===== config.mk =====
export PLATFORM = sky130hd
export DESIGN_NAME = spi_txn_arbiter_flat
export DESIGN_NICKNAME = d
export VERILOG_FILES = /design/src/rtl/spi_txn_arbiter_if.sv /design/src/rtl/spi_txn_arbiter.sv /design/src/flat_wrapper.sv
export SDC_FILE = /design/constraint.sdc
export NUM_CORES = 1
export LEC_CHECK = 0
export CAP_MARGIN = 15
export CORE_ASPECT_RATIO = 1.1
export CORE_MARGIN = 4
export CORE_UTILIZATION = 39
export DETAILED_ROUTE_END_ITERATION = 8
export PLACE_DENSITY = 0.82
export SLEW_MARGIN = 20
export SYNTH_ARGS = -nofsm -noshare
export SYNTH_HDL_FRONTEND = slang
export SYNTH_SLANG_ARGS = --single-unit

===== constraint.sdc =====
create_clock -name clk -period 3.35 [get_ports clk]
set_input_delay 0.335 -clock clk [delete_from_list [all_inputs] [get_ports clk]]
set_output_delay 0.335 -clock clk [all_outputs]
set_load 0.02 [all_outputs]

===== src/rtl/spi_txn_arbiter_if.sv =====
// Signal bundle between the system-side requesters / SPI top level and the
// transaction arbiter.
//   req        requester levels (NREQ), held until ack
//   req_data   32-bit word per requester, requester k at [32k+31:32k]
//   req_ctrl   7-bit control per requester: [0] slave, [1] cpha, [2] cpol, [6:3] dvsr
//   ack        one-cycle completion pulse to the winning requester
//   rsp_data   received word, valid with ack
//   rsp_err    timeout flag, valid with ack
//   busy       arbiter occupied (grant through end of the idle gap)
//   spi_start  start pulse to the SPI master
//   spi_wdata  word handed to the SPI master
//   spi_ctrl   control word handed to the SPI master
//   spi_rdata  word captured by the SPI master
//   spi_done   per-slave done from the SPI top level
// Modport slave is the arbiter's view; modport master is the environment's view.
interface spi_txn_arbiter_if #(
  parameter int NREQ = 4
);
  logic [NREQ-1:0]      req;
  logic [32*NREQ-1:0]   req_data;
  logic [7*NREQ-1:0]    req_ctrl;
  logic [NREQ-1:0]      ack;
  logic [31:0]          rsp_data;
  logic                 rsp_err;
  logic                 busy;
  logic                 spi_start;
  logic [31:0]          spi_wdata;
  logic [6:0]           spi_ctrl;
  logic [31:0]          spi_rdata;
  logic [3:0]           spi_done;

  modport slave (
    input  req, req_data, req_ctrl, spi_rdata, spi_done,
    output ack, rsp_data, rsp_err, busy, spi_start, spi_wdata, spi_ctrl
  );

  modport master (
    output req, req_data, req_ctrl, spi_rdata, spi_done,
    input  ack, rsp_data, rsp_err, busy, spi_start, spi_wdata, spi_ctrl
  );
endinterface


===== src/rtl/spi_txn_arbiter.sv =====
// Round-robin arbiter sharing one SPI master among NREQ requesters. Latches the
// winner's word/control, pulses start, waits for a rising edge of the selected
// slave's done (or a timeout), returns the captured word with ack, then holds
// off for GAP idle cycles before the next arbitration.
// Ports:
//   clk    system clock, rising edge
//   reset  asynchronous, active-high
//   bus    spi_txn_arbiter_if.slave (request side and SPI side, see interface)
//
// state    | meaning
// ---------+--------------------------------------------------------------
// S_IDLE   | no transfer; arbitrate among req, latch winner's data/ctrl
// S_LAUNCH | data/ctrl stable at the SPI master; start registered here
// S_WAIT   | start visible; wait for done edge of selected slave or timeout
// S_DONE   | ack/rsp_data/rsp_err presented for one cycle; pointer advances
// S_GAP    | forced idle cycles before the next arbitration, busy held
module spi_txn_arbiter #(
  parameter int NREQ    = 4,
  parameter int TIMEOUT = 4096,
  parameter int GAP     = 2
) (
  input logic              clk,
  input logic              reset,
  spi_txn_arbiter_if.slave bus
);
  localparam int PW       = (NREQ > 1) ? $clog2(NREQ) : 1;
  localparam int MAXC     = (TIMEOUT > GAP) ? TIMEOUT : GAP;
  localparam int CW       = $clog2(MAXC + 1);
  localparam int GAP_LAST = (GAP > 0) ? GAP - 1 : 0;

  typedef enum logic [2:0] {
    S_IDLE,
    S_LAUNCH,
    S_WAIT,
    S_DONE,
    S_GAP
  } state_t;

  state_t          state_q, state_d;
  logic [PW-1:0]   ptr_q, win_q, gnt_idx, cand;
  logic            gnt_valid;
  logic [CW-1:0]   cnt_q;
  logic            done_q, done_sel, complete, expire;
  logic [NREQ-1:0] ack_q;
  logic [31:0]     rsp_data_q, wdata_q;
  logic            rsp_err_q, busy_q, start_q;
  logic [6:0]      ctrl_q;

  // Scan from the highest offset down so the lowest offset from the pointer
  // is the last (winning) assignment.
  always_comb begin
    gnt_valid = 1'b0;
    gnt_idx   = '0;
    cand      = '0;
    for (int i = NREQ - 1; i >= 0; i--) begin
      cand = PW'((int'(ptr_q) + i) % NREQ);
      if (bus.req[cand]) begin
        gnt_valid = 1'b1;
        gnt_idx   = cand;
      end
    end
  end

  // Only the latched slave index matters; other done bits never reach here.
  assign done_sel = bus.spi_done[{1'b0, ctrl_q[0]}];
  assign complete = (state_q == S_WAIT) && done_sel && !done_q;
  assign expire   = (state_q == S_WAIT) && !complete && (cnt_q == CW'(TIMEOUT - 1));

  always_ff @(posedge clk or posedge reset) begin
    if (reset) state_q <= S_IDLE;
    else       state_q <= state_d;
  end

  always_comb begin
    state_d = state_q;
    case (state_q)
      S_IDLE:   if (gnt_valid) state_d = S_LAUNCH;
      S_LAUNCH: state_d = S_WAIT;
      S_WAIT:   if (complete || expire) state_d = S_DONE;
      S_DONE:   state_d = (GAP == 0) ? S_IDLE : S_GAP;
      S_GAP:    if (cnt_q == CW'(GAP_LAST)) state_d = S_IDLE;
      default:  state_d = S_IDLE;
    endcase
  end

  always_ff @(posedge clk or posedge reset) begin
    if (reset) begin
      ptr_q      <= '0;
      win_q      <= '0;
      cnt_q      <= '0;
      done_q     <= 1'b0;
      ack_q      <= '0;
      rsp_data_q <= '0;
      rsp_err_q  <= 1'b0;
      busy_q     <= 1'b0;
      start_q    <= 1'b0;
      wdata_q    <= '0;
      ctrl_q     <= '0;
    end else begin
      // done_q runs every cycle so a done already high during launch is seen
      // as "previous = 1" on the first wait cycle and cannot complete.
      done_q  <= done_sel;
      start_q <= (state_q == S_LAUNCH);
      busy_q  <= (state_d != S_IDLE);
      ack_q   <= '0;

      // One counter serves both the wait timeout and the gap; it restarts on
      // every state change.
      if ((state_q == state_d) && ((state_q == S_WAIT) || (state_q == S_GAP)))
        cnt_q <= cnt_q + CW'(1);
      else
        cnt_q <= '0;

      if ((state_q == S_IDLE) && gnt_valid) begin
        wdata_q <= bus.req_data[32*int'(gnt_idx) +: 32];
        ctrl_q  <= bus.req_ctrl[7*int'(gnt_idx) +: 7];
        win_q   <= gnt_idx;
      end

      if (complete || expire) begin
        ack_q[win_q] <= 1'b1;
        rsp_data_q   <= complete ? bus.spi_rdata : 32'h0;
        rsp_err_q    <= expire;
      end

      if (state_q == S_DONE)
        ptr_q <= (int'(win_q) == NREQ - 1) ? '0 : win_q + PW'(1);
    end
  end

  assign bus.ack       = ack_q;
  assign bus.rsp_data  = rsp_data_q;
  assign bus.rsp_err   = rsp_err_q;
  assign bus.busy      = busy_q;
  assign bus.spi_start = start_q;
  assign bus.spi_wdata = wdata_q;
  assign bus.spi_ctrl  = ctrl_q;
endmodule


===== src/flat_wrapper.sv =====
// flat-port wrapper written by rule: the top's interface ports become plain ports
module spi_txn_arbiter_flat 
#(
  parameter int NREQ    = 4,
  parameter int TIMEOUT = 4096,
  parameter int GAP     = 2
)
  (clk, reset, bus_req, bus_req_data, bus_req_ctrl, bus_spi_rdata, bus_spi_done, bus_ack, bus_rsp_data, bus_rsp_err, bus_busy, bus_spi_start, bus_spi_wdata, bus_spi_ctrl);
  spi_txn_arbiter_if #(.NREQ(NREQ)) bus_i ();
  input logic clk;
  input logic reset;
  input wire logic [$bits(bus_i.req)-1:0] bus_req;
  input wire logic [$bits(bus_i.req_data)-1:0] bus_req_data;
  input wire logic [$bits(bus_i.req_ctrl)-1:0] bus_req_ctrl;
  input wire logic [$bits(bus_i.spi_rdata)-1:0] bus_spi_rdata;
  input wire logic [$bits(bus_i.spi_done)-1:0] bus_spi_done;
  output wire logic [$bits(bus_i.ack)-1:0] bus_ack;
  output wire logic [$bits(bus_i.rsp_data)-1:0] bus_rsp_data;
  output wire logic [$bits(bus_i.rsp_err)-1:0] bus_rsp_err;
  output wire logic [$bits(bus_i.busy)-1:0] bus_busy;
  output wire logic [$bits(bus_i.spi_start)-1:0] bus_spi_start;
  output wire logic [$bits(bus_i.spi_wdata)-1:0] bus_spi_wdata;
  output wire logic [$bits(bus_i.spi_ctrl)-1:0] bus_spi_ctrl;
  assign bus_i.req = bus_req;
  assign bus_i.req_data = bus_req_data;
  assign bus_i.req_ctrl = bus_req_ctrl;
  assign bus_i.spi_rdata = bus_spi_rdata;
  assign bus_i.spi_done = bus_spi_done;
  assign bus_ack = bus_i.ack;
  assign bus_rsp_data = bus_i.rsp_data;
  assign bus_rsp_err = bus_i.rsp_err;
  assign bus_busy = bus_i.busy;
  assign bus_spi_start = bus_i.spi_start;
  assign bus_spi_wdata = bus_i.spi_wdata;
  assign bus_spi_ctrl = bus_i.spi_ctrl;
  spi_txn_arbiter #(.NREQ(NREQ), .TIMEOUT(TIMEOUT), .GAP(GAP)) u_core (.clk(clk), .reset(reset), .bus(bus_i));
endmodule

# Word level (Yosys, flattened, before mapping)
# Cells that the tools add are included.
dict set report word_totals {
  out_inout_bits 78
  inputBits 198
  elab_cells 76
  reg_bits 99
}
dict set report classes {
  n_mul 1
  eq_ne 8
  n_addsub 5
  reduce_logical 13
  n_mux 28
  shift 2
  n_lt_le_gt_ge 7
}
# cell n
set op_table {}
lappend op_table {{$shiftx A128 B8 Y32} 1}
lappend op_table {{$mux W32} 1}
lappend op_table {{$shiftx A28 B32 Y7} 1}
lappend op_table {{$lt A2 B3 Y1 const B} 5}
lappend op_table {{$pmux W3 S5} 1}
lappend op_table {{$add A13 B1 Y13 const B} 1}
lappend op_table {{$eq A13 B1 Y1 const B} 1}
lappend op_table {{$eq A13 B12 Y1 const B} 1}
lappend op_table {{$mux W13} 1}
lappend op_table {{$mux W1} 11}
lappend op_table {{$mux W2} 5}
lappend op_table {{$mux W3} 3}
lappend op_table {{$bmux W1 S2} 4}
lappend op_table {{$logic_and A1 B1 Y1} 7}
lappend op_table {{$eq A3 B2 Y1 const B} 2}
lappend op_table {{$mul A3 B2 Y5 const A} 1}
lappend op_table {{$add A2 B1 Y2 const B} 2}
lappend op_table {{$add A2 B2 Y2 const B} 2}
lappend op_table {{$mux W4} 1}
lappend op_table {{$eq A3 B1 Y1 const B} 1}
lappend op_table {{$eq A3 B3 Y1} 1}
lappend op_table {{$eq A3 B3 Y1 const B} 1}
lappend op_table {{$logic_not A3 Y1} 1}
lappend op_table {{$lt A1 B3 Y1 const B} 1}
lappend op_table {{6 further kinds} 8}

# Logic depth before layout (Yosys ltp)
# Gate-level depths: netlist of the first run.
dict set report depth {
  word_depth 13
  depth_mapped 8
  depth_no_buf 7
}

# Worst setup path before layout of the first run
# Ideal clock, no wire load.
dict set report synth_path {
  path_kind {register to register}
  startpoint {register u_core.cnt_q[1]}
  endpoint {register u_core.cnt_q[11]}
  setup_ps 119
  setup_slack_ps 1376
  arrival_time_ps 1856
  path_stages_with_launch 9
  required_time_ps 3231
  synth_period_minus_slack_ps 1974
  path_buffers 1
  cell_sequence {dfrtp_1 -> inv_1 -> ha_1 -> or4b_2 -> o311ai_2 -> nand2_1 -> nand2_1 -> buf_4 -> nor2_1}
}
dict set report synth_via {
  elab_chain_len 8
  word_cells_on_any_way 11
  classes_between {add/sub (1); eq/ne (3); mux (4); reduce/logical (3)}
}
# item line_no
set synth_rtl {}
lappend synth_rtl {{start, declared} spi_txn_arbiter.sv:42} ;# logic [CW-1:0] cnt_q;
lappend synth_rtl {{start signal, assigned} spi_txn_arbiter.sv:110} ;# cnt_q <= cnt_q + CW'(1);
lappend synth_rtl {{$eq A13 B12 Y1} spi_txn_arbiter.sv:67} ;# assign expire = (state_q == S_WAIT) && !complete && (cnt_q == CW'(TIMEOUT - 1));
lappend synth_rtl {{$logic_and A1 B1 Y1} spi_txn_arbiter.sv:67}
lappend synth_rtl {{$logic_or A1 B1 Y1} spi_txn_arbiter.sv:79} ;# S_WAIT: if (complete || expire) state_d = S_DONE;
lappend synth_rtl {{$mux W3} spi_txn_arbiter.sv:79}
lappend synth_rtl {{$pmux W3 S5} spi_txn_arbiter.sv:76} ;# case (state_q)
lappend synth_rtl {{$eq A3 B3 Y1} spi_txn_arbiter.sv:109} ;# if ((state_q == state_d) && ((state_q == S_WAIT) || (state_q == S_GAP)))
lappend synth_rtl {{$logic_and A1 B1 Y1} spi_txn_arbiter.sv:109}
lappend synth_rtl {{$mux W13 (*)} spi_txn_arbiter.sv:109}
# Every way passes the cells marked *; elsewhere a longest branch is shown, timed or not.
# A chain may end at the register's enable or synchronous reset.

# Worst setup path in the final report of the first run
dict set report layout_path {
  startpoint {register u_core.state_q[2]}
  endpoint {register u_core.cnt_q[10]}
}
dict set report layout_via {
  elab_chain_len 12
  word_cells_on_any_way 19
  classes_between {eq/ne (5); mux (5); reduce/logical (9)}
}
# item line_no
set layout_rtl {}
lappend layout_rtl {{start, declared} spi_txn_arbiter.sv:39} ;# state_t state_q, state_d;
lappend layout_rtl {{start signal, assigned} spi_txn_arbiter.sv:71} ;# else state_q <= state_d;
lappend layout_rtl {{$eq A3 B2 Y1} n/a}
lappend layout_rtl {{$logic_and A1 B1 Y1 (2 in a row)} spi_txn_arbiter.sv:66} ;# assign complete = (state_q == S_WAIT) && done_sel && !done_q;
lappend layout_rtl {{$logic_not A1 Y1} spi_txn_arbiter.sv:67}
lappend layout_rtl {{$logic_and A1 B1 Y1 (2 in a row)} spi_txn_arbiter.sv:67}
lappend layout_rtl {{$logic_or A1 B1 Y1} spi_txn_arbiter.sv:79}
lappend layout_rtl {{$mux W3} spi_txn_arbiter.sv:79}
lappend layout_rtl {{$pmux W3 S5} spi_txn_arbiter.sv:76}
lappend layout_rtl {{$eq A3 B3 Y1} spi_txn_arbiter.sv:109}
lappend layout_rtl {{$logic_and A1 B1 Y1 (*)} spi_txn_arbiter.sv:109}
lappend layout_rtl {{$mux W13 (*)} spi_txn_arbiter.sv:109}
# Marks and branches as above.

==> out/results.ini, run 1 <==
[cells_and_area]
syn_to_final_growth_pct=64.9
utilization=0.662
n_antenna_cell=0
final_nets=891
drive_gt1_frac=0.0477

[power]
pwr-share-clk=0.157
power_frac_seq=0.309
power.internal_mw=3.87
irDropWorstVdd_uv=533
powerDensity_mw_per_mm2=804
comb_power_share=0.534
switchingPower_mw=2.56
leakagePower_nw=3.68
swShare=0.398

[route]
drc=0
avgRoutedWirePerCell_um=19.7
totalWireLength_um=16700
postRouteAntennaNets=0
vias=4456
vias_per_cell=5.27
drt_iter0_markers=253
drt_pass1_iterations=4

[synthesis]
synth_fa_ha_area_frac=0.0155
synth_seq_cells=99
netlist.area_leader.share=0.511
synth_area_leader_cell=dfrtp_1
synthSimpleGateAreaFrac=0.0983
async_flop_share=1.00
synthTopCellsByArea=dfrtp_1 (51%), mux2i_1 (16%), o221ai_1 (7.0%), a22o_1 (5.8%), nand2_1 (4.1%)
syn_inst=425
synth.area.mux_share=0.165
post_synth_num_cell_types=41
avgSynthCellArea_sq_um=11.4
synth_compound_area_frac=0.147
yosysMostFrequentCell=dfrtp_1
syn_area_sq_mm=0.00485
ys_seq_area_frac=0.511
synth_commonest_cells=dfrtp_1 (99), mux2i_1 (79), nand2_1 (53)
synth_edf_count=0
synth_top_family_by_area=multiplexers
synth_warnings=0
synthXorXnorAreaFrac=0.0181
synth_ff_type=dfrtp_1
synth_fp_nets=629

[clock_network]
cts-htree-levels=3
cts_setup_buffers=0
cts_sinks=99
cts_hold_buf=0
cts_tree=yes
cts.repair.resized=0
clock_latency_ns=0.34
path_clk_slew_ns=0.08
cts_made_buffers=9
clockBufferDepth=2
cts-root-buf=clkbuf_16

[critical_path]
cp_top_family=simple AND/OR/NAND/NOR gates
r2r_end=u_core.cnt_q[10]
worst-r2r-cell-count=6
crit_arrival_ns=2.54
r2r-start=u_core.state_q[2]
cp.required_ns=3.56
crit_path_start_kind=flop
end_kind=flop
r2r_slack_ns=1.02
critPathMaxFanout=38
critPathBufInv=1
path_cells=or3b_1 > or3_1 > o31a_1 > buf_4 > nand2_1 > nor2_1
critPathSlowestCell=or3b_1
cpPeakStageDelay_ns=0.54
crit_type=flop to flop

[floorplan]
initial_core_util=0.401
fp.coreArea_sq_mm=0.0121
die_area_sq_mm=0.0143
num_rows=42
die_y_um=125
ios=276
die_w_um=114

[grt]
grt_pass1_vias=4851
top_usage_layer=met2
overflow=0
antenna_found_initial=0
met3_usage=0.0720
grt_max_degree=66
grt_pass1_wl_um=26000
grt_util_met2=0.393
met1_usage=0.277
grtUsageTotal=0.230

[sta]
slew_viol_final=0
hold_viol=0
fin_crit_ns=2.33
worst_slew_pin_slew_ns=0.822
fin_tns_setup_ns=0
rsz0062_at_grt=false
setup_viol=0
maxSlewHeadroom=0.452
max_freq_mhz=429
period_share=0.696
skew_ns=0.0128

[hold_path]
hold_path_class=primary input to async pin

[placement]
portBuffers=273
gp_congestion=0.887
post-dp-hpwl_um=12900

[outcome]
outcome=complete, no violations

[flow_run]
max-cap-violations=0

[cell families after synthesis]
logic type	Yosys count
AOI/OAI and AO/OA	82
xor gates and xnor gates	10
adders and majority gates	6
buffers and inverters	44
DFF	99
muxes	80
and+or+nand+nor	104
[routing by layer]
layer | routed length, um | part of all wire
met5 | 0 | 0
met4 | 405 | 0.024
met3 | 1450 | 0.087
met2 | 8450 | 0.51
met1 | 6390 | 0.38
[worst max path at each step]
stage / startpoint / slack (ns) / to / depth (start not counted)
finish: u_core.state_q[2] / 1.02 / u_core.cnt_q[10] / 6
global route: u_core.state_q[2] / 0.83 / u_core.cnt_q[7] / 6
CTS: u_core.state_q[2] / 1.00 / u_core.cnt_q[3] / 6
detailed placement: bus_req[1] / 0.78 / u_core.bus.spi_wdata[15] / 7
global placement: bus_req[1] / 0.85 / u_core.bus.spi_wdata[15] / 7
floorplan: reset / 0.42 / u_core.bus.ack[0] / 1
[through the flow]
stage          hold WS (ns)  std cells  power [mW]  setup WS [ns]  instance area (sq um)
6_report              0.479        846        6.43           1.02                   8000
5_1_grt               0.506        846        6.82          0.835                   8000
4_1_cts               0.491        846        6.50           1.00                   8000
3_5_place_dp          0.474        830        5.46          0.780                   7710
3_3_place_gp          0.466        830        5.37          0.847                   7710
2_1_floorplan         0.450        425        3.94          0.425                   4850
[power groups by stage]
| stage | Clock [mW] | Sequential [mW] | Combinational (mW) |
|---|---|---|---|
| global route | 1.08 | 2.05 | 3.69 |
| finish | 1.01 | 1.98 | 3.43 |
| floorplan | 0 | 2.48 | 1.46 |
| global placement | 0 | 1.98 | 3.40 |
| CTS | 1.03 | 1.98 | 3.48 |
| detailed placement | 0 | 1.99 | 3.47 |
[area by class of cell]
cell class / count / area, sq um
Sequential cell: 99 / 2480
Clock buffer: 9 / 225
Fill cell: 936 / 4090
Timing Repair Buffer: 283 / 2820
Inverter: 12 / 47.5
Clock inverter: 7 / 65.1
Multi-Input combinational cell: 282 / 2170
Tap cell: 154 / 193
[sequential cells by signal, indices dropped and copies added (netlist names), 2 cells and up]
name / count
u_core.bus.ack: 4
u_core.bus.spi_ctrl: 7
u_core.bus.spi_wdata: 32
u_core.win_q: 2
u_core.ptr_q: 2
u_core.bus.rsp_data: 32
u_core.cnt_q: 13
u_core.state_q: 3
[placed cells by master, fill, tap and decap left out, types with 3 or more instances in the layout]
cell / n
xnor2_1: 4
dfrtp_1: 99
ha_1: 6
inv_6: 3
clkbuf_16: 9
or4_1: 3
nand4_1: 4
o221ai_1: 39
nand2_1: 53
buf_4: 9
mux2i_1: 79
nor2_1: 23
clkdlybuf4s50_1: 273
inv_1: 11
a22o_1: 32
xor2_1: 6
(Power assumes the default switching activity.)
==> inputs of run 2 (changes only) <==
Clock period 3.35 ns to 2.2 ns, I/O delays scaled along.
==> run 2 against run 1 <==
Compared with the run above:
- register-to-register slack lost 0.83 ns
- utilization grew 1.2 points
- final cell count grew 1.2%
- cell area grew 1.9%
- global-route usage grew 0.34 points
- combinational power grew 59%
- wire length grew 2.4%
- hold slack lost 0.15 ns
- setup slack lost 0.83 ns
- largest cell class unchanged
==> out/results.ini, run 2 (synthesized netlist as in run 1, its figures left out) <==
[grt]
overflow=0
grt_max_degree=70
grt_pass1_wl_um=26500
grt_pass1_vias=4848
grtUsageTotal=0.233
antenna_found_initial=0

[cells_and_area]
syn_to_final_growth_pct=68.0
final_common_cell=clkdlybuf4s50_1
n_antenna_cell=0
utilization=0.674
final_nets=901
n_fill_cell=926
layout_common_cells=clkdlybuf4s50_1 (273), dfrtp_1 (99), mux2i_1 (79)
drive_gt1_frac=0.0627

[clock_network]
path_clk_slew_ns=0.08
cts_made_buffers=9
cts_hold_buf=0
cts_sinks=99
cts-htree-levels=3
clockBufferDepth=2
cts-root-buf=clkbuf_16
cts_tree=yes
clock_latency_ns=0.34

[flow_run]
max-cap-violations=0

[critical_path]
critPathSlowestCell=dfrtp_1
end_kind=flop
crit_type=flop to flop
critPathBufInv=1
cpPeakStageDelay_ns=0.45
crit_path_start_kind=flop
cp.required_ns=2.43
crit_arrival_ns=2.24
path_cells=or3b_1 > or3_1 > o31a_1 > buf_4 > a22o_1
cp_top_family=simple AND/OR/NAND/NOR gates
critPathMaxFanout=22

[power]
irDropWorstVdd_uv=678
leakagePower_nw=3.74
powerDensity_mw_per_mm2=1230
power.total_mw=9.99

[sta]
fin_tns_setup_ns=0
hold_viol=0
worst_slew_pin_slew_ns=0.474
rsz0062_at_grt=false
skew_ns=0.0127
maxSlewHeadroom=0.684
period_share=0.914
max_freq_mhz=497
fin_ws_ns=0.189
fin_crit_ns=2.01
setup_viol=0
slew_viol_final=0

[floorplan]
die_w_um=114
die_area_sq_mm=0.0143
fp.coreArea_sq_mm=0.0121
die_y_um=125
num_rows=42
initial_core_util=0.401
ios=276

[placement]
portBuffers=273
place_ws_ns=0.0243
gp_congestion=0.865
post-dp-hpwl_um=13100

[hold_path]
hold_path_class=primary input to async pin

[route]
avgRoutedWirePerCell_um=20.0
vias=4523
drt_iter0_markers=183
postRouteAntennaNets=0
vias_per_cell=5.28
drt_pass1_iterations=4
totalWireLength_um=17100
drc=0

[outcome]
outcome=complete, no violations

run 2: cell types whose count changed in the layout (fill, tap and decap cells not counted), moves of 2 or more:
| cell | change |
|---|---|
| buf_12 | +5 |
| buf_4 | +5 |
| clkinvlp_4 | +3 |
| inv_6 | -2 |
run 2: layout make-up:
| cell class | count | area (sq um) | area share |
|---|---|---|---|
| clock buffer | 9 | 225 | 0.0276 |
| multi-input combinational | 282 | 2190 | 0.268 |
| inverter | 12 | 48.8 | 0.00599 |
| clock inverter | 7 | 60.1 | 0.00737 |
| tap | 154 | 193 | 0.0236 |
| timing repair buffer | 293 | 2960 | 0.363 |
| sequential | 99 | 2480 | 0.304 |
run 2: power by group:
| part | total, mW | switching (mW) | internal (mW) |
|---|---|---|---|
| combinational | 5.46 | 2.77 | 2.68 |
| clock | 1.51 | 0.729 | 0.783 |
| sequential | 3.02 | 0.456 | 2.57 |
run 2: path summary, 6_finish.rpt:
kind	startpoint	end	slack [ns]	cells past startpoint
max	u_core.state_q[2]	u_core.bus.rsp_data[18]	0.19	5
min	reset	u_core.bus.ack[2]	0.33	3
max reg2reg	u_core.state_q[2]	u_core.bus.rsp_data[18]	0.19	5
min reg2reg	u_core.bus.spi_wdata[8]	u_core.bus.spi_wdata[8]	0.49	2
max in group asynchronous	reset	u_core.bus.spi_wdata[21]	1.56	3
min in group clk	bus_spi_rdata[3]	u_core.bus.rsp_data[3]	0.48	2
run 2: repair_timing:
item / 4_1_cts / 5_1_grt
setup endpoints to repair: 4 / 12
pin swaps: 0 / 1
setup buffers: 0 / 1
gates resized for setup: 1 / 2
run 2: worst min-delay path: cells and delay by family:
| kind | cells | cell delay [ns] |
|---|---|---|
| buffers and inverters | 3 | 0.85 |
run 2: per-stage QoR:
stage,hold WS [ns],cells,area (sq um)
floorplan,0.360,425,4850
global placement,0.462,839,7840
detailed placement,0.472,839,7840
CTS,0.349,855,8140
global route,0.356,856,8150
finish,0.329,856,8150
run 2: routing by layer:
metal	GRT usage	up-vias	wire (um)
li1	-	2112	-
met1	0.281	2207	6740
met2	0.411	179	8730
met3	0.0633	25	1250
met4	0.0587	0	373
met5	0	-	0
